`config.mk`:
```
export PLATFORM = sky130hd
export DESIGN_NAME = shift_sequencer
export DESIGN_NICKNAME = d
export VERILOG_FILES = /design/src/rtl/shift_sequencer.sv
export SDC_FILE = /design/constraint.sdc
export NUM_CORES = 1
export LEC_CHECK = 0
export CORE_MARGIN = 2
export CORE_UTILIZATION = 36
export CTS_CLUSTER_SIZE = 40
export DETAILED_ROUTE_END_ITERATION = 6
export GPL_TIMING_DRIVEN = 0
export PLACE_DENSITY = 0.73
export SYNTH_ARGS = -nofsm -noshare
export SYNTH_HDL_FRONTEND = slang
export SYNTH_SLANG_ARGS = --single-unit
```
`constraint.sdc`:
```
create_clock -name clk -period 1.4 [get_ports clk]
set_clock_uncertainty 0.2 [all_clocks]
set_input_delay 0.35 -clock clk [delete_from_list [all_inputs] [get_ports clk]]
set_output_delay 0.35 -clock clk [all_outputs]
set_load 0.01 [all_outputs]
```
`src/rtl/shift_sequencer.sv`:
```
// Sequencer for an external universal shift register. It loads one parallel word,
// then shifts it out one bit at a time, either LSB-first or MSB-first, under a ready/valid handshake.
module shift_sequencer #(
  parameter int N = 4
) (
  input  logic         clk,
  input  logic         rst,
  input  logic         in_valid,
  output logic         in_ready,
  input  logic [N-1:0] in_data,
  input  logic         in_dir,
  input  logic         fill,
  output logic [1:0]   usr_load,
  output logic [N-1:0] usr_pin,
  output logic         usr_rsin,
  output logic         usr_lsin,
  input  logic [N-1:0] usr_q,
  output logic         ser_out,
  output logic         ser_valid,
  input  logic         ser_ready,
  output logic         busy,
  output logic         done
);

  localparam int CW = $clog2(N) + 1;
  localparam logic [CW-1:0] ONE_C  = CW'(1);
  localparam logic [CW-1:0] LAST_C = CW'(N - 1);

  typedef enum logic [1:0] {
    IDLE  = 2'd0,
    LOAD  = 2'd1,
    SHIFT = 2'd2,
    DONE  = 2'd3
  } state_t;

  state_t        state_r, state_s;
  logic [CW-1:0] count_r, count_s;
  logic [N-1:0]  data_r;
  logic          dir_r;
  logic          fill_r;
  logic          capture_s;

  // State, bit count and the fields captured with each accepted word
  always_ff @(posedge clk or negedge rst) begin
    if (!rst) begin
      state_r <= IDLE;
      count_r <= '0;
      data_r  <= '0;
      dir_r   <= 1'b0;
      fill_r  <= 1'b0;
    end else begin
      state_r <= state_s;
      count_r <= count_s;
      if (capture_s) begin
        data_r <= in_data;
        dir_r  <= in_dir;
        fill_r <= fill;
      end
    end
  end

  // Both serial inputs carry the captured fill; fill_r is cleared by reset
  assign usr_rsin = fill_r;
  assign usr_lsin = fill_r;

  // Next-state and output decode; in SHIFT, usr_load follows ser_ready so a stall holds the register
  always_comb begin
    state_s   = state_r;
    count_s   = count_r;
    capture_s = 1'b0;
    in_ready  = 1'b0;
    usr_load  = 2'b00;
    usr_pin   = '0;
    ser_valid = 1'b0;
    ser_out   = 1'b0;
    busy      = 1'b1;
    done      = 1'b0;
    case (state_r)
      IDLE: begin
        in_ready = 1'b1;
        busy     = 1'b0;
        if (in_valid) begin
          capture_s = 1'b1;
          count_s   = '0;
          state_s   = LOAD;
        end else begin
          state_s   = IDLE;
        end
      end
      LOAD: begin
        usr_load = 2'b11;
        usr_pin  = data_r;
        state_s  = SHIFT;
      end
      SHIFT: begin
        ser_valid = 1'b1;
        ser_out   = dir_r ? usr_q[N-1] : usr_q[0];
        if (ser_ready) begin
          usr_load = dir_r ? 2'b10 : 2'b01;
          count_s  = count_r + ONE_C;
          if (count_r == LAST_C) begin
            state_s = DONE;
          end else begin
            state_s = SHIFT;
          end
        end else begin
          count_s = count_r;
          state_s = SHIFT;
        end
      end
      DONE: begin
        done    = 1'b1;
        state_s = IDLE;
      end
      default: begin
        busy    = 1'b0;
        state_s = IDLE;
      end
    endcase
  end

endmodule

```
== Word-level counts from Yosys, hierarchy flattened ==
Cells that the tools add are included.

* Input bits: 14
* Output and inout port bits: 13
* Bits in registers: 11
* Word-level logic and storage cells: 34

* Reduce and logical (&&, ||, !) cells: 3
* Equality and inequality tests: 6
* $add $sub $neg: 1
* Mux-type cells: 19

{| class="wikitable"
|+ Operator list
! cell !! count
|-
| two-way mux 1 bit || 10
|-
| case mux 2 bit (4 select lines) || 1
|-
| two-way mux 2 bit || 3
|-
| two-way mux 3 bit || 2
|-
| case mux 3 bit (2 select lines) || 1
|-
| == test 2 bit (second input constant) || 2
|-
| two-way mux 4 bit || 1
|-
| != test 2 bit (second input constant) || 2
|-
| case mux 2 bit (2 select lines) || 1
|-
| adder 3 x 1 -> 3 bit (second input constant) || 1
|-
| == test 3 x 2 -> 1 bit (second input constant) || 1
|-
| AND reduction 3 bit || 1
|-
| == test 2 x 1 -> 1 bit (second input constant) || 1
|-
| logical NOT 2 bit || 1
|-
| nonzero test 2 bit || 1
|}

== Logic depth before layout (Yosys ltp) ==
* Depth after elaboration: 4
* Mapped depth: 5
* Gate-level depth less buffers: 5

== Least setup slack after synthesis ==
Ideal clock, no wire load.

* Path kind: register to output
* From: register state_r[0]
* To: output port usr_load[0]
* Path buffers: 0
* Required time: 850 ps
* Path slack: -235 ps
* Arrival time: 1085 ps
* Cell stages (with the launch flop): 6
* Cells stage by stage: dfrtp_1 -> inv_1 -> ha_1 -> nand2_1 -> nor2_1 -> o21a_1

* Cells in the longest elaborated chain, start to end: 2
* Elaborated cells on any way between the ends: 3
* Those cells by class: eq/ne (2); mux (1)

{| class="wikitable"
|+ RTL lines
! item !! line !! RTL
|-
| start: declaration || 36 || <nowiki>state_t state_r, state_s;</nowiki>
|-
| start signal: assignment || 52 || <nowiki>state_r <= state_s;</nowiki>
|-
| == test 2 bit or == test 2 x 1 -> 1 bit (tied branches) || 78 || <nowiki>case (state_r)</nowiki>
|-
| case mux 2 bit (2 select lines) * || 78 ||
|-
| end: declaration || 13 || <nowiki>output logic [1:0] usr_load,</nowiki>
|}

Every way passes the cells marked *; elsewhere a longest branch is shown, timed or not.

== Final worst setup path ==
* From: register state_r[1]
* To: output port usr_load[0]

The elaborated chain is that of the path after synthesis.

==> results.md <==
- R2R depth: 6
- Transition time of the tightest slew-check pin: 0.514 ns
- Worst Slack Setup Final: -0.570 ns
- Tightest slew margin relative to the limit: 0.656
- Highest clock frequency the design can meet: 0.508 GHz
- Global-route total usage across every layer: 0.158
- Routing usage on met1: 0.191
- Total of max-cap violations: 0
- Sequential cell area: 275 um^2
- Slack of the worst reg-to-reg path: -0.17 ns
- Number of H-tree branching levels: 1
- Fraction of layout instances using a drive strength above 1: 0.582
- Type of origin of the critical path: register
- Number of iterations in the first detailed-routing pass: 4
- Leakage Power: 0.544 nW
- Global Route met3 Usage: 0.0480
- Final net count: 119
- Setup repair after global routing missed its margin: yes
- Number of storage elements in the synthesis netlist: 11
- Violations in the final reports: setup timing
- Max-slew violation total from the final report: 0
- Antenna violations before repair: 0
- Final std cells w/o fill: 114
- Endpoint arrival time on the critical path: 1.42 ns
- Post-detailed-routing wire length: 1570 um
- Global-route layer with the greatest usage: met2
- Antenna fix cells: 0
- Cell area after placement: 911 um^2
- Placed Cells incl. Taps: 95
- Worst hold slack across all endpoints: 0.207 ns
- Area occupied by multi-input gates: 445 um^2
- Final routed wire length divided by cell count: 13.7 um
- Count of input and output buffers: 24
- Die Outline Area: 0.00206 mm^2
- Power per Cell Area: 2080 mW/mm^2
- Largest fanout on the critical path: 4
- Crit path cell chain: buf_6 -> ha_4 -> nand2_4 -> nor2_2 -> o21a_1 -> buf_2
- Combined area of all synthesized cells: 616 um^2
- CTS tree: yes
- Root buf cell: clkbuf_4
- Number of hold-slack violations in the final timing report: 0
- Top-level I/O count: 27
- Pin count of the biggest net entering global routing: 12
- GPL Wtd Cong: 0.723
- Core Footprint: 0.00156 mm^2
- Starting density of the core: 0.395
- Detailed-route vias per instance: 4.95
- Hold buffer count at CTS: 0
- Crit path max-delay cell type: dfrtp_1
- Worst min-delay path category: in2async
- Vias after detailed routing: 564
- Site Rows: 14
- Number of remaining DRC errors: 0
- Sequential element share of the synthesized area: 0.447
- Setup violations, final: 22
- Area added between synthesis and finish: 88.2%
- Wire length of the first global-routing pass: 2210 um
- Crit path kind: reg2out
- Maximum number of buffers from clock root to sink: 2
- Final Util: 0.743
- Mapped Cells: 55
- Floorplan die height: 45.4 um
- Worst path required time: 0.85 ns
- Max rail drop VDD: 1.01 mV
- Maximum cell stage delay along the critical path: 0.42 ns
- Origin of the critical flop-to-flop path: state_r[1]$_DFF_PN0_
- Type of destination of the critical path: primary output
- Number of global-route vias before repair: 504
- Die Span X: 45.4 um
- Fraction of the cycle the final worst path needs: 1.41
- Post-synthesis average cell area: 11.2 um^2
- Crit path time final: 1.97 ns
- Fillers: 112
- Clock latency on the worst-skew pair: 0.28 ns
- Met2 Track Usage GR: 0.249
- CTS sink cnt: 11
- Destination of the worst register-to-register timing path: count_r[0]$_DFFE_PN0P_
- Setup TNS: -6.20 ns
- Synthesis warning total: 0
- Cts bufs inserted: 3
- Non-Filler Cell Area, Final: 0.00116 mm^2
- Unique masters post-synth: 19
- Total half-perimeter wirelength after legalization and detailed placement: 901 um
- Antenna violation net count after detailed routing: 0
- Total global routing overflow: 0
- Pre-CTS setup slack: -0.948 ns
- Clock-pin slew of the registers on the worst-case setup and hold paths: 0.07 ns
- Count of routing violations after the opening detailed-route iteration: 7
- Status: complete, but fails checks
- Pwr Total: 2.41 mW
- Net count after synthesis: 75
per-layer routing:
layer / vias to the layer above / share of wire
met2: 18 / 0.55
met4: 0 / 0.016
met1: 269 / 0.39
li1: 275 / -
met5: - / 0
met3: 2 / 0.042
power breakdown:
part / internal (mW) / switching [mW] / leakage [nW]
combinational: 0.983 / 0.615 / 0.393
sequential: 0.466 / 0.124 / 0.135
clock: 0.111 / 0.109 / 0.0150
total: 1.56 / 0.849 / 0.544
flip-flops by register name, indices dropped and copies added (netlist names):
register	cells
count_r	3
data_r	4
dir_r	1
state_r	2
usr_lsin	1
layout make-up:
cell class	instances	area share
buffer	1	0.00972
tap	16	0.0173
multi-input combinational	38	0.384
clock buffer	4	0.0227
inverter	5	0.0162
timing repair buffer	39	0.312
sequential	11	0.238
cell families after synthesis:
group           share of synthesized area
compound gates                      0.114
fa+ha+maj                           0.122
buf+inv                            0.0427
flops                               0.447
mux                                 0.126
simple gates                        0.148
cell usage after synthesis (all sizes together):
master	n	area [um^2]
nand2	4	17.5
mux2	6	67.6
dfrtp	11	275
inv	5	18.8
ha	6	75.1
nor2	1	3.75
a22o	3	26.3
mux2i	1	10.0
o22ai	2	12.5
a31oi	1	6.26
buf	1	7.51
nor2b	3	26.3
and2	4	25.0
nand2b	3	18.8
o21ai	2	10.0
o21a	1	7.51
o21bai	1	7.51
worst max-delay path: cells and delay by family (launching register included):
kind,cells,cell delay (ns)
fa+ha+maj,1,0.17
buf+inv,2,0.28
compound gates,1,0.18
simple gates,2,0.10
flops,1,0.42
how the worst max path moves through the flow:
| stage | cells past startpoint | startpoint | slack, ns | end |
|---|---|---|---|---|
| after floorplan | 5 | state_r[0]$_DFF_PN0_ | -0.11 | usr_load[0] |
| after global placement | 5 | ser_ready | -0.94 | usr_load[0] |
| after detailed placement | 5 | ser_ready | -0.95 | usr_load[0] |
| after CTS | 6 | state_r[1]$_DFF_PN0_ | -0.56 | usr_load[0] |
| after global routing | 6 | state_r[1]$_DFF_PN0_ | -0.63 | usr_load[0] |
| final | 6 | state_r[1]$_DFF_PN0_ | -0.57 | usr_load[0] |
placed cells by master, fill, tap and decap left out:
master	synthesis	layout
nand2_4	0	1
o21a_1	1	1
mux2_4	0	5
ha_2	0	1
dlygate4sd2_1	0	1
o22ai_1	2	2
buf_4	1	10
a22o_1	3	3
inv_1	5	2
nor2b_4	1	1
a31oi_1	1	1
o21bai_4	0	1
clkbuf_1	0	1
nand2b_1	3	3
clkbuf_4	0	3
mux2_2	6	1
ha_4	0	5
mux2i_1	1	1
dfrtp_1	11	11
nor2_2	0	1
nor2b_2	0	1
nor2b_1	2	1
buf_6	0	15
clkdlybuf4s50_1	0	10
nand2_8	0	1
inv_2	0	3
and2_4	0	4
nand2_1	3	2
o21ai_0	2	2
buf_2	0	4
what timing repair did:
action                                  CTS  global route
pin swaps                                 8             5
endpoints found under the setup margin   22            23
resized for setup                        69            20
setup buffers                             9             6
No activity file was read; power rests on OpenSTA's default activity.
==> patch 1, RTL diff (same flow settings) <==
The parameter `N` goes from 4 to 8.
--- a/src/rtl/shift_sequencer.sv
+++ b/src/rtl/shift_sequencer.sv
@@ -1,7 +1,7 @@
 // Sequencer for an external universal shift register. It loads one parallel word,
 // then shifts it out one bit at a time, either LSB-first or MSB-first, under a ready/valid handshake.
 module shift_sequencer #(
-  parameter int N = 4
+  parameter int N = 8
 ) (
   input  logic         clk,
   input  logic         rst,
Interface: changed (resized in_data, usr_pin and usr_q); port bits go from 27 to 39. The function was not compared with the original's and may differ.
==> patch 1 against the original RTL <==
The run still ends with setup timing left; total power rose by 34%; critical path depth rose by 1; clock power rose by 44%; area after synthesis rose by 41%; global-route usage rose by 3.3 points; setup slack got worse by 0.033 ns; routed wire length rose by 57%; sequential cell count rose by 5; first-iteration DRC count rose by 57%; design area rose by 40%; critical path type unchanged.
==> patch 1: results (changes against the original RTL) <==
| Metric | Value |
|---|---|
| Clk Tree Root Cell | clkbuf_4 |
| Slowest stage cell on the critical path | dfrtp_1 |
| Post-DP HPWL | 1410 µm (+56%) |
| Post-synth top cells | dfrtp_1, mux2_2, and2_1, nand2_1 |
| Post-Place Cell Area | 1280 µm² (+40%) |
| Max incr delay on CP | 0.41 ns |
| Violated checks | setup timing |
| Dominant cells by area after synthesis | dfrtp_1, mux2_2, ha_1 |
| Critical Path AT | 1.45 ns (+0.03 ns) |
| Detailed Route Iter0 Violations | 11 (+4) |
| Mapped Nets | 106 (+41%) |
| Internal | 2120 µW (+36%) |
| Vias in the first global route | 834 (+65%) |
| Total Routing Usage GR | 19.1% (+3.3 points) |
| PortBufs | 32 (+33%) |
| Layout cell share with drive strength beyond 1 | 59.4% (+1.2 points) |
| Initial antenna violation count | 0 (unchanged) |
| Layout Nets | 161 (+35%) |
| Worst min path class | input port to asynchronous set/reset pin |
| Static Leak | 0.000777 µW (+43%) |
| Pre-Repair DR Iteration Count | 2 (-2) |
| Via/cell ratio | 4.98 (+0.69%) |
| First-pass GRT wire length | 3800 µm (+72%) |
| Library cells used by synthesis | 27 (+8) |
| Filler instances | 158 (+41%) |
| DR WL/cell | 15.3 µm (+11%) |
| Top Registers | data_r (8), count_r (4), state_r (2) |
| VDD IR max | 1.64 mV (+62%) |
| Async SR Flop Fraction | 100% (unchanged) |
| Synth top area share | 46.0% (+1.3 points) |
| Status | complete, but fails checks |
| CTS max path bufs | 2 (unchanged) |
| H-tree depth | 1 (unchanged) |
| Post-synthesis sequential area ratio | 46.0% (+1.3 points) |
| Cts bufs inserted | 3 (unchanged) |
| Pin count of the biggest net entering global routing | 17 (+5) |
| Final setup violation count | 31 (+41%) |
| N_diodes | 0 (unchanged) |
| Fin worst setup slack | -0.603 ns (-0.0328 ns) |
| Warnings, synthesis | 0 (unchanged) |
| CTS clk-pin slew, worst paths | 0.10 ns (+0.03 ns) |
| Area growth syn-to-layout | 85.9% |
| Worst Path Max Fanout | 4 (unchanged) |
| RD Place Congestion | 0.794 (+9.8%) |
| Slew HR | 50.5% (-15 points) |
patch 1: cell count changes in the layout (fill, tap and decap cells not counted), sizes merged, moves of 2 or more:
cell / delta
buf: +9
clkdlybuf4s50: +5
dfrtp: +5
and2: +4
mux2: +4
nand2: +4
nand2b: -2
nand3: +2
patch 1: routing by layer:
layer | vias up | track usage (%) | wire, µm
li1 | 376 | - | -
met1 | 397 | 22.6 | 1020
met2 | 29 | 35.0 | 1320
met3 | 0 | 3.11 | 119
met4 | 0 | 5.56 | 0
met5 | - | 0 | 0
patch 1: metrics by stage:
step	worst slack [ns]	std cells	total power (µW)	TNS, ns
after detailed placement	-0.944	139	2140	-17.54
after global placement	-0.926	139	2100	-17.05
after global routing	-0.671	161	3410	-13.81
after CTS	-0.586	159	2970	-11.87
final	-0.603	161	3230	-12.49
after floorplan	-0.171	79	1630	-2.58
patch 1: cell families (layout without fill, tap and decap cells):
| group | Yosys count | count (layout) | synth area share [%] |
|---|---|---|---|
| AOI/OAI and AO/OA | 8 | 8 | 6.90 |
| adders and majority gates | 5 | 5 | 7.18 |
| buffers and inverters | 8 | 62 | 4.45 |
| DFF | 16 | 16 | 46.0 |
| muxes | 12 | 12 | 15.2 |
| and+or+nand+nor | 30 | 30 | 20.3 |
patch 1: cell type report:
type | instances | share of cell area [%]
inverters | 5 | 1.16
well taps | 28 | 2.16
flip-flops and latches | 16 | 24.7
repair buffers | 50 | 30.8
multi-input cells | 55 | 36.9
clock buffers | 4 | 2.24
plain buffers | 3 | 2.09
patch 1: timing repair:
action	in CTS	in global routing
buffers inserted	15	3
gates cloned	1	0
pin swaps	12	8
endpoints found under the setup margin	32	32
gates resized for setup	111	20
patch 1: final timing paths:
check                            from     endpoint  slack (ns)  cells past startpoint
max                        state_r[0]  usr_load[0]       -0.60                      7
min                               rst    data_r[7]        0.29                      1
max reg2reg                state_r[0]   count_r[2]       -0.43                      7
min reg2reg                 data_r[3]    data_r[3]        0.32                      1
max in group asynchronous         rst     usr_lsin        0.25                      1
min in group clk            data_r[3]    data_r[3]        0.32                      1
patch 1: power by group through the flow:
stage | clock, µW | combinational [µW] | sequential [µW]
floorplan | 0 | 835 | 797
global placement | 0 | 1290 | 809
detailed placement | 0 | 1320 | 820
CTS | 318 | 1830 | 817
global route | 337 | 2200 | 866
finish | 316 | 2070 | 840
==> patch 2, RTL diff (same settings) <==
Without the edit above. The 4 states of `state_t` get a one-hot encoding in 4 bits.
--- a/src/rtl/shift_sequencer.sv
+++ b/src/rtl/shift_sequencer.sv
@@ -26,11 +26,11 @@
   localparam logic [CW-1:0] ONE_C  = CW'(1);
   localparam logic [CW-1:0] LAST_C = CW'(N - 1);
 
-  typedef enum logic [1:0] {
-    IDLE  = 2'd0,
-    LOAD  = 2'd1,
-    SHIFT = 2'd2,
-    DONE  = 2'd3
+  typedef enum logic [3:0] {
+    IDLE  = 4'b0001,
+    LOAD  = 4'b0010,
+    SHIFT = 4'b0100,
+    DONE  = 4'b1000
   } state_t;
 
   state_t        state_r, state_s;
Behaviour: same outputs for any inputs over 10 cycles, from zero or initial values and one cycle with rst low; not proved beyond that.
==> patch 2 against the original RTL <==
The flow still finishes with violations (setup timing); area after synthesis rose by 9.1%; critical path depth fell by 1; die area grew 8.3%; design area rose by 5.4%; setup slack got worse by 0.24 ns; total power fell by 5.8%; synthesized cell count did not move; routed wire length rose by 5.2%; via count rose by 9.0%; sequential cell count up 2.
==> patch 2: results (changes against the original RTL) <==
| Metric | Value |
|---|---|
| Status | complete, but fails checks |
| Violated checks | setup timing |
| Static Leak | 0.000584 µW (+7.4%) |
| Post-synthesis sequential area ratio | 48.6% (+3.9 points) |
| Final clock-cell share | 2.25% (-0.014 points) |
| Final setup violation count | 25 (+14%) |
| Comb. pwr | 1380 µW (-14%) |
| Met2 Track Usage GR | 26.8% (+2.0 points) |
| Warnings, synthesis | 0 (unchanged) |
| Multi-input gates | 37 (-2.6%) |
| VDD IR max | 1.24 mV (+23%) |
| Fin worst setup slack | -0.807 ns (-0.236 ns) |
| First-pass GRT wire length | 2590 µm (+17%) |
| Post-Place Cell Area | 970 µm² (+6.5%) |
| Fin Setup TNS | -13.03 ns (-6.83 ns) |
| Grt met3 use | 2.69% (-2.1 points) |
| Mapped Cells | 55 (unchanged) |
| Post-route non-filler standard cell count | 127 (+11%) |
| Slowest stage cell on the critical path | or4b_4 |
| Filler instances | 133 (+19%) |
| Non-clk buf share | 33.2% (+1.0 points) |
| Top Registers | data_r (4), state_r (4), count_r (3) |
| Repair and plain buffers | 44 (+10%) |
| Worst hold margin | 0.239 ns (+0.0318 ns) |
| Max incr delay on CP | 0.58 ns (+0.16 ns) |
| Startpoint of the worst register-to-register path | state_r[0] |
| Mapped Nets | 71 (-5.3%) |
| CTS sink count | 13 (+2) |
| R2R cell count | 7 (+1) |
| FF-to-FF End | count_r[0] |
| Placed Cells | 104 (+9.5%) |
| RD Place Congestion | 0.737 (+2.0%) |
| Total Routing Usage GR | 16.8% (+0.99 points) |
| Vias | 615 (+9.0%) |
| Layout cell share with drive strength beyond 1 | 58.8% (+0.66 points) |
| Crit path max-delay family | simple AND/OR/NAND/NOR gates |
| Post-synth top cells | dfrtp_1, mux2_2, and2_1, nor2_1 |
| Library cells used by synthesis | 25 (+6) |
| Sequential share of power | 29.3% (+4.8 points) |
| Multi-input combinational cell area | 407 µm² (-8.7%) |
| Worst Path Max Fanout | 7 (+3) |
| Clock share of power | 9.7% (+0.6 points) |
| Vias in the first global route | 579 (+15%) |
| CTS max path bufs | 2 (unchanged) |
| Inverters excl. clock | 4 (-1) |
| Detailed Route Iter0 Violations | 6 (-1) |
| Final Routed Wirelength | 1650 µm (+5.2%) |
| Met1 GRT Util | 22.7% (+3.6 points) |
| Core ar. | 1750 µm² (+12%) |
| Internal | 1500 µW (-3.8%) |
| Multi-input gate share of the layout cell area | 33.3% (-5.1 points) |
| Pin count of the biggest net entering global routing | 14 (+2) |
| Slew @ Worst Pin | 0.561 ns (+0.0477 ns) |
| Seq area share | 27.0% (+3.3 points) |
| Setup WS pre-CTS | -1.11 ns (-0.159 ns) |
| Post-DP HPWL | 1020 µm (+13%) |
[patch 2: cell types whose count changed after synthesis, moves of 2 or more]
cell      delta
ha_1         -4
a22o_1       -3
nor2_1       +3
inv_1        -2
mux2_1       +2
nand2b_1     -2
nand3b_1     +2
nor2b_1      -2
o21ai_0      -2
o22ai_1      -2
[patch 2: what timing repair did]
item | 4_1_cts | 5_1_grt
resized for setup | 62 | 9
hold buffers | 0 | 0
setup endpoints to repair | 26 | 25
pin swaps | 4 | 1
hold endpoints to repair | 0 | 0
setup buffers | 15 | 5
[patch 2: metal layers]
metal,wire length [µm],part of all wire (%)
met1,686,42
met2,865,52
met3,84,5.1
met4,12,0.73
met5,0,0
[patch 2: kinds of logic after synthesis]
logic type	Yosys count	share of synthesized area, %
AOI/OAI and AO/OA	5	5.96
adders and majority gates	2	3.72
buffers and inverters	5	3.54
DFF	13	48.6
muxes	10	16.4
and+or+nand+nor	20	21.8
